<file path="src/rtl/usb_tx_line_encoder_pkg.sv">
`default_nettype none
// ============================================================================
// usb_tx_pkg : shared types and line-state constants for the USB TX encoder
// Revision   : 1.0
// ============================================================================
package usb_tx_pkg;

  typedef enum logic [1:0] {
    IDLE    = 2'd0,
    DATA    = 2'd1,
    EOP_SE0 = 2'd2,
    EOP_J   = 2'd3
  } state_t;

  // Line states encoded as {dp, dm}
  localparam logic [1:0] J   = 2'b10;
  localparam logic [1:0] K   = 2'b01;
  localparam logic [1:0] SE0 = 2'b00;

  localparam int DEFAULT_CLKS_PER_BIT = 4;

  function automatic logic [1:0] nrzi_toggle(input logic [1:0] line);
    return (line == J) ? K : J;
  endfunction

endpackage
`default_nettype wire

</file>
<file path="src/rtl/usb_tx_line_encoder_if.sv">
`default_nettype none
// ============================================================================
// usb_tx_line_encoder_if : shifter/controller side and line side of the encoder
// Revision               : 1.0
// ============================================================================
interface usb_tx_line_encoder_if;
  logic tx_en;
  logic serial_in;
  logic shift_strobe;
  logic byte_done;
  logic tx_busy;
  logic dp;
  logic dm;

  modport master (
    output tx_en, serial_in,
    input  shift_strobe, byte_done, tx_busy, dp, dm
  );

  modport slave (
    input  tx_en, serial_in,
    output shift_strobe, byte_done, tx_busy, dp, dm
  );
endinterface
`default_nettype wire

</file>
<file path="src/rtl/usb_tx_line_encoder_bit_timer.sv">
`default_nettype none
// ============================================================================
// usb_tx_bit_timer : modulo-CLKS_PER_BIT counter with bit-period phase pulses
// Revision         : 1.0
// ============================================================================
module usb_tx_bit_timer
  import usb_tx_pkg::*;
#(
  parameter int CLKS_PER_BIT = DEFAULT_CLKS_PER_BIT
) (
  input  logic clk,
  input  logic rst,
  input  logic i_en,
  input  logic i_clr,
  output logic o_period_start,
  output logic o_pre_end,
  output logic o_period_end
);

  localparam int              CW     = $clog2(CLKS_PER_BIT);
  localparam logic [CW-1:0]   C_LAST = CW'(CLKS_PER_BIT - 1);
  localparam logic [CW-1:0]   C_PRE  = CW'(CLKS_PER_BIT - 2);

  logic [CW-1:0] r_cnt;

  always_ff @(posedge clk or posedge rst) begin
    if (rst) begin
      r_cnt <= '0;
    end else if (i_clr) begin
      r_cnt <= '0;
    end else if (i_en) begin
      r_cnt <= (r_cnt == C_LAST) ? '0 : r_cnt + CW'(1);
    end
  end

  // pre_end lets the parent register a pulse that lands on the last cycle
  assign o_period_start = (r_cnt == '0);
  assign o_pre_end      = (r_cnt == C_PRE);
  assign o_period_end   = (r_cnt == C_LAST);

endmodule
`default_nettype wire

</file>
<file path="src/rtl/usb_tx_line_encoder.sv">
`default_nettype none
// ============================================================================
// usb_tx_line_encoder : FS USB TX bit stuffer, NRZI encoder and EOP generator
// Revision            : 1.0
// ============================================================================
module usb_tx_line_encoder
  import usb_tx_pkg::*;
#(
  parameter int CLKS_PER_BIT = DEFAULT_CLKS_PER_BIT,
  parameter int STUFF_LIMIT  = 6
) (
  input  logic                  clk,
  input  logic                  rst,
  usb_tx_line_encoder_if.slave  bus
);

  localparam logic [2:0] C_STUFF_LIMIT = 3'(STUFF_LIMIT);

  state_t     r_state;
  logic [1:0] r_line;
  logic [2:0] r_ones;
  logic [2:0] r_bit_idx;
  logic       r_last;
  logic       r_data_period;
  logic       r_eop_half;
  logic       r_busy;
  logic       r_shift_strobe;
  logic       r_byte_done;

  logic w_period_start;
  logic w_pre_end;
  logic w_period_end;
  logic w_timer_en;
  logic w_timer_clr;
  logic w_bit_start;
  logic w_stuff;
  logic w_to_eop;
  logic w_next_data;
  logic w_cur_data;

  // The timer idles at 0 so the IDLE cycle that sees tx_en acts as the
  // first bit's period-start cycle.
  assign w_timer_en  = (r_state != IDLE) || bus.tx_en;
  assign w_timer_clr = ((r_state == IDLE) && !bus.tx_en) ||
                       ((r_state == EOP_J) && w_period_start);

  usb_tx_bit_timer #(
    .CLKS_PER_BIT (CLKS_PER_BIT)
  ) u_bit_timer (
    .clk            (clk),
    .rst            (rst),
    .i_en           (w_timer_en),
    .i_clr          (w_timer_clr),
    .o_period_start (w_period_start),
    .o_pre_end      (w_pre_end),
    .o_period_end   (w_period_end)
  );

  always_comb begin
    w_bit_start = w_period_start &&
                  (((r_state == IDLE) && bus.tx_en) || (r_state == DATA));
    w_stuff     = w_bit_start && (r_state == DATA) && (r_ones == C_STUFF_LIMIT);
    w_to_eop    = w_bit_start && (r_state == DATA) && !w_stuff && r_last;
    w_next_data = w_bit_start && !w_stuff && !w_to_eop;
    // With CLKS_PER_BIT=2 the strobe decision coincides with the period start
    w_cur_data  = w_bit_start ? w_next_data : r_data_period;
  end

  always_ff @(posedge clk or posedge rst) begin
    if (rst) begin
      r_state        <= IDLE;
      r_line         <= J;
      r_ones         <= 3'd0;
      r_bit_idx      <= 3'd0;
      r_last         <= 1'b0;
      r_data_period  <= 1'b0;
      r_eop_half     <= 1'b0;
      r_busy         <= 1'b0;
      r_shift_strobe <= 1'b0;
      r_byte_done    <= 1'b0;
    end else begin
      r_shift_strobe <= w_pre_end && w_cur_data;
      r_byte_done    <= w_pre_end && w_cur_data && (r_bit_idx == 3'd7);

      if (w_period_end && r_shift_strobe) begin
        r_bit_idx <= r_bit_idx + 3'd1;
      end
      if (r_byte_done) begin
        r_last <= !bus.tx_en;
      end
      if (w_bit_start) begin
        r_data_period <= w_next_data;
      end

      case (r_state)
        IDLE: begin
          r_ones    <= 3'd0;
          r_bit_idx <= 3'd0;
          r_last    <= 1'b0;
          if (bus.tx_en) begin
            r_state <= DATA;
            r_busy  <= 1'b1;
            r_line  <= bus.serial_in ? J : K;
            r_ones  <= bus.serial_in ? 3'd1 : 3'd0;
          end
        end
        DATA: begin
          if (w_stuff) begin
            r_line <= nrzi_toggle(r_line);
            r_ones <= 3'd0;
          end else if (w_to_eop) begin
            r_state    <= EOP_SE0;
            r_line     <= SE0;
            r_eop_half <= 1'b0;
          end else if (w_bit_start) begin
            if (!bus.serial_in) begin
              r_line <= nrzi_toggle(r_line);
              r_ones <= 3'd0;
            end else if (r_ones != C_STUFF_LIMIT) begin
              r_ones <= r_ones + 3'd1;
            end
          end
        end
        EOP_SE0: begin
          if (w_period_start) begin
            if (r_eop_half) begin
              r_state <= EOP_J;
              r_line  <= J;
            end else begin
              r_eop_half <= 1'b1;
            end
          end
        end
        EOP_J: begin
          if (w_period_start) begin
            r_state <= IDLE;
            r_busy  <= 1'b0;
          end
        end
        default: r_state <= IDLE;
      endcase
    end
  end

  assign bus.dp           = r_line[1];
  assign bus.dm           = r_line[0];
  assign bus.tx_busy      = r_busy;
  assign bus.shift_strobe = r_shift_strobe;
  assign bus.byte_done    = r_byte_done;

endmodule
`default_nettype wire

</file>
<file path="src/flat_wrapper.sv">
// flat-port wrapper written by rule: the top's interface ports become plain ports
module usb_tx_line_encoder_flat import usb_tx_pkg::*;
#(
  parameter int CLKS_PER_BIT = DEFAULT_CLKS_PER_BIT,
  parameter int STUFF_LIMIT  = 6
)
  (clk, rst, bus_tx_en, bus_serial_in, bus_shift_strobe, bus_byte_done, bus_tx_busy, bus_dp, bus_dm);
  usb_tx_line_encoder_if bus_i ();
  input  logic clk;
  input  logic rst;
  input wire logic [$bits(bus_i.tx_en)-1:0] bus_tx_en;
  input wire logic [$bits(bus_i.serial_in)-1:0] bus_serial_in;
  output wire logic [$bits(bus_i.shift_strobe)-1:0] bus_shift_strobe;
  output wire logic [$bits(bus_i.byte_done)-1:0] bus_byte_done;
  output wire logic [$bits(bus_i.tx_busy)-1:0] bus_tx_busy;
  output wire logic [$bits(bus_i.dp)-1:0] bus_dp;
  output wire logic [$bits(bus_i.dm)-1:0] bus_dm;
  assign bus_i.tx_en = bus_tx_en;
  assign bus_i.serial_in = bus_serial_in;
  assign bus_shift_strobe = bus_i.shift_strobe;
  assign bus_byte_done = bus_i.byte_done;
  assign bus_tx_busy = bus_i.tx_busy;
  assign bus_dp = bus_i.dp;
  assign bus_dm = bus_i.dm;
  usb_tx_line_encoder #(.CLKS_PER_BIT(CLKS_PER_BIT), .STUFF_LIMIT(STUFF_LIMIT)) u_core (.clk(clk), .rst(rst), .bus(bus_i));
endmodule
</file>
<file path="config.mk">
export PLATFORM = sky130hd
export DESIGN_NAME = usb_tx_line_encoder_flat
export DESIGN_NICKNAME = d
export VERILOG_FILES = /design/src/rtl/usb_tx_line_encoder_pkg.sv /design/src/rtl/usb_tx_line_encoder_if.sv /design/src/rtl/usb_tx_line_encoder_bit_timer.sv /design/src/rtl/usb_tx_line_encoder.sv /design/src/flat_wrapper.sv
export SDC_FILE = /design/constraint.sdc
export NUM_CORES = 1
export LEC_CHECK = 0
export ABC_AREA = 1
export BUFFER_PORTS_ARGS = -buffer_cell sky130_fd_sc_hd__buf_4
export CAP_MARGIN = 0
export CELL_PAD_IN_SITES_DETAIL_PLACEMENT = 0
export CELL_PAD_IN_SITES_GLOBAL_PLACEMENT = 1
export CORE_UTILIZATION = 39
export DETAILED_ROUTE_END_ITERATION = 6
export PLACE_DENSITY_LB_ADDON = 0.1
export SLEW_MARGIN = 20
export SYNTH_ARGS = -nofsm -noshare
export SYNTH_HDL_FRONTEND = slang
export SYNTH_SLANG_ARGS = --single-unit
</file>
<file path="constraint.sdc">
create_clock -name clk -period 1.4 [get_ports clk]
set_input_delay 0.07 -clock clk [delete_from_list [all_inputs] [get_ports clk]]
set_output_delay 0.07 -clock clk [all_outputs]
set_load 0.1 [all_outputs]
</file>
==> flow_summary.yaml <==
clocking:
  cts_tree: "done"
  clk_pin_slew_ns: 0.11
  cts_buffer_depth: 2
  cts_buffers: 3
  root_buffer: "clkbuf_4"
  htreeDepth: 1
  clk_latency_ns: 0.30
  numClockSinks: 18
routing:
  drt_pass1_iterations: 4
  routed-via-count: 919
  via_per_inst: 4.79
  drcViolationCount: 0
  ant_nets: 0
  dr.first_iter.drc_count: 18
  wirelength_mm: 2.32
  avgRoutedWirePerCell_um: 12.1
worst_setup_path:
  critPathKind: "reg2reg"
  path_max_fanout: 6
  cp.required_ns: 1.59
  rr_startpoint: "u_core.r_state[1]$_DFFE_PP0P_"
  endpoint_kind: "flop"
  crit_arrival_ns: 1.59
  rrSetupSlack_ns: 0.004
  start_kind: "flop"
  r2r-end: "u_core.r_eop_half$_DFFE_PP0P_"
  r2r_cells: 9
timing:
  finalHoldViolations: 0
  tightest_slew_ns: 0.276
  setup_ws_ns: 0.00426
  holdWs_ns: 0.184
  finalCritPeriodShare_pct: 99.7
  min_period_ns: 1.40
  maxSlewHeadroom_pct: 81.4
  setup_violations: 0
  clock_skew_ns: 0.00415
  slew_viol_final: 0
  rsz0062_at_grt: "yes"
  fmax_ghz: 0.716
placement:
  gp_congestion: 0.782
  placed_cells: 181
  io_buffers: 8
  hpwlAfterDp_mm: 1.62
  placedInstanceArea_um2: 1290
  dp_slack_ns: -0.119
synthesis:
  synth_cells: 125
  ys_types: 22
  synth_top_cell_by_area: "dfrtp_1"
  netlist_top_cells_area: "dfrtp_1 (40%), ha_1 (14%), nand2_1 (7.4%), inv_1 (6.7%), nand2_2 (4.1%)"
  synth_warnings: 0
  netlist_area_um2: 1060
  synth_top_area_share_pct: 40.2
  syn_avg_cell_area_um2: 8.47
  ys_seq_area_share_pct: 42.7
  ys_seq_elements: 18
  synth_fp_nets: 141
finish:
  drive_above_1_share_pct: 45.1
  area_growth_pct: 43.7
  nets: 179
  n_antenna_cell: 0
  fill_cells: 229
  fin_area_um2: 1520
  instances_no_fill: 192
pwr:
  power_frac_seq_pct: 23.1
  internal_power_mw: 1.88
  p_sw_mw: 1.72
  combPwrFrac_pct: 69.0
  power_leakage_nw: 0.779
  ir_drop_mv: 1.73
  pwr-share-clk_pct: 7.9
  swShare_pct: 47.8
  cellPowerDensity_nw_per_um2: 2360
status:
  status: "finished clean"
grt:
  grt_pass1_wl_mm: 3.53
  antenna_found_initial: 0
  grt_max_degree: 19
  grt_pass1_vias: 880
  grt_overflow_total: 0
  track_usage_pct: 17.1
job:
  cap_viol_max_count: 0
die:
  io_pins: 9
  die_h_um: 54.1
  die_w_um: 54.1
  fp-row-count: 18
  start_util_pct: 42.0
  core_um2: 2520
  dieArea_um2: 2930
hold_path:
  hold-path-endpoint: "u_core.r_ones[0]$_DFFE_PP0P_"
  hold_depth: 5
  hold_path_class: "in2reg"
  worstHoldStart: "bus_serial_in"
-- sequential cells by signal (all words and copies together), names as in the netlist --
register and flops:
u_core.r_state 2, u_core.bus.byte_done 1, u_core.u_bit_timer.r_cnt 2, u_core.r_last 1, u_core.r_eop_half 1, u_core.r_bit_idx 3
u_core.r_line 2, u_core.bus.tx_busy 1, u_core.r_ones 3, u_core.bus.shift_strobe 1, u_core.r_data_period 1
-- cell usage after synthesis --
library cell  instances
a21oi_1               7
and3_1                1
buf_4                 1
dfrtp_1              17
dfstp_2               1
ha_1                 12
inv_1                19
inv_2                 1
nand2_1              21
nand2_2               7
nand3_1               6
nand3_2               1
nor2_1                7
nor2_2                5
nor3_1                4
nor3b_1               1
o211ai_1              1
o21ai_0               6
o21ai_1               3
o31ai_1               2
xnor2_1               1
xor2_1                1
-- power by group through the flow --
stage,Combinational (mW),Clock (mW),Sequential (mW)
2_1_floorplan,0.938,0,1.18
3_3_place_gp,1.92,0,0.828
3_5_place_dp,1.94,0,0.830
4_1_cts,2.23,0.293,0.823
5_1_grt,2.71,0.319,0.853
6_report,2.48,0.283,0.830
-- metrics by stage --
stage | utilization (%) | TNS [ns] | power [mW]
final | 60.3 | 0 | 3.59
after global routing | 60.3 | -0.549 | 3.88
after CTS | 56.6 | 0 | 3.34
after detailed placement | 51.3 | -0.656 | 2.77
after global placement | 51.3 | -0.613 | 2.75
after floorplan | - | 0 | 2.12
-- cells by family after synthesis --
group / synth area share [%]
simple gates: 24.0
fa+ha+maj: 14.2
buf+inv: 7.80
compound gates: 9.69
flops: 42.7
xor+xnor: 1.66
-- metal layers --
metal,track usage (%),vias to the layer above,share of wire [%]
li1,-,473,-
met1,20.0,428,45
met2,29.4,14,51
met3,3.95,4,3.0
met4,7.69,0,1.3
met5,0,-,0
-- worst max path at each step --
stage,start,end,slack (ns),cells after the start
after floorplan,u_core.r_state[1]$_DFFE_PP0P_,u_core.r_eop_half$_DFFE_PP0P_,0.03,10
after global placement,u_core.r_state[0]$_DFFE_PP0P_,u_core.r_ones[0]$_DFFE_PP0P_,-0.11,7
after detailed placement,u_core.r_state[0]$_DFFE_PP0P_,u_core.r_ones[0]$_DFFE_PP0P_,-0.12,7
after CTS,u_core.u_bit_timer.r_cnt[0]$_DFFE_PP0P_,u_core.r_eop_half$_DFFE_PP0P_,0.004,9
after global routing,u_core.r_state[0]$_DFFE_PP0P_,u_core.r_ones[0]$_DFFE_PP0P_,-0.1,7
final,u_core.r_state[1]$_DFFE_PP0P_,u_core.r_eop_half$_DFFE_PP0P_,0.004,9
-- worst max-delay path, cell delays in order (launching register included) --
cell and delay [ns]:
dfrtp_1 0.40, inv_2 0.11, ha_4 0.18, nand2_4 0.07
nor2_2 0.09, nand2_2 0.08, nand2_2 0.09, o211ai_1 0.13
nand2_1 0.08, o21ai_1 0.06
-- cell type report --
cell class              instances  area [um2]  share of cell area (%)
well taps                      30        37.5                    2.47
repair buffers                 34         275                    18.1
flip-flops and latches         18         454                    29.9
clock buffers                   4        26.3                    1.73
inverters                      20        77.6                    5.10
multi-input cells              86         651                    42.8
-- layout by cell type, fill, tap and decap left out, types with 4 or more instances in the layout --
| master | n |
|---|---|
| o21ai_0 | 5 |
| inv_2 | 5 |
| a21oi_1 | 4 |
| buf_4 | 28 |
| ha_1 | 7 |
| inv_1 | 14 |
| nand3_1 | 5 |
| nand2_1 | 18 |
| o21ai_1 | 4 |
| ha_4 | 4 |
| dfrtp_1 | 15 |
| nand2_2 | 8 |
| buf_6 | 4 |
| nor2_1 | 6 |
-- repair_timing --
action / CTS / global route
endpoints found under the setup margin: 11 / 9
pin swaps: 7 / 11
buffers inserted: 2 / 3
endpoints found under the hold margin: 18 / 0
gates resized for setup: 19 / 17
hold buffers: 2 / 0
Power figures use the tool's default switching activity.
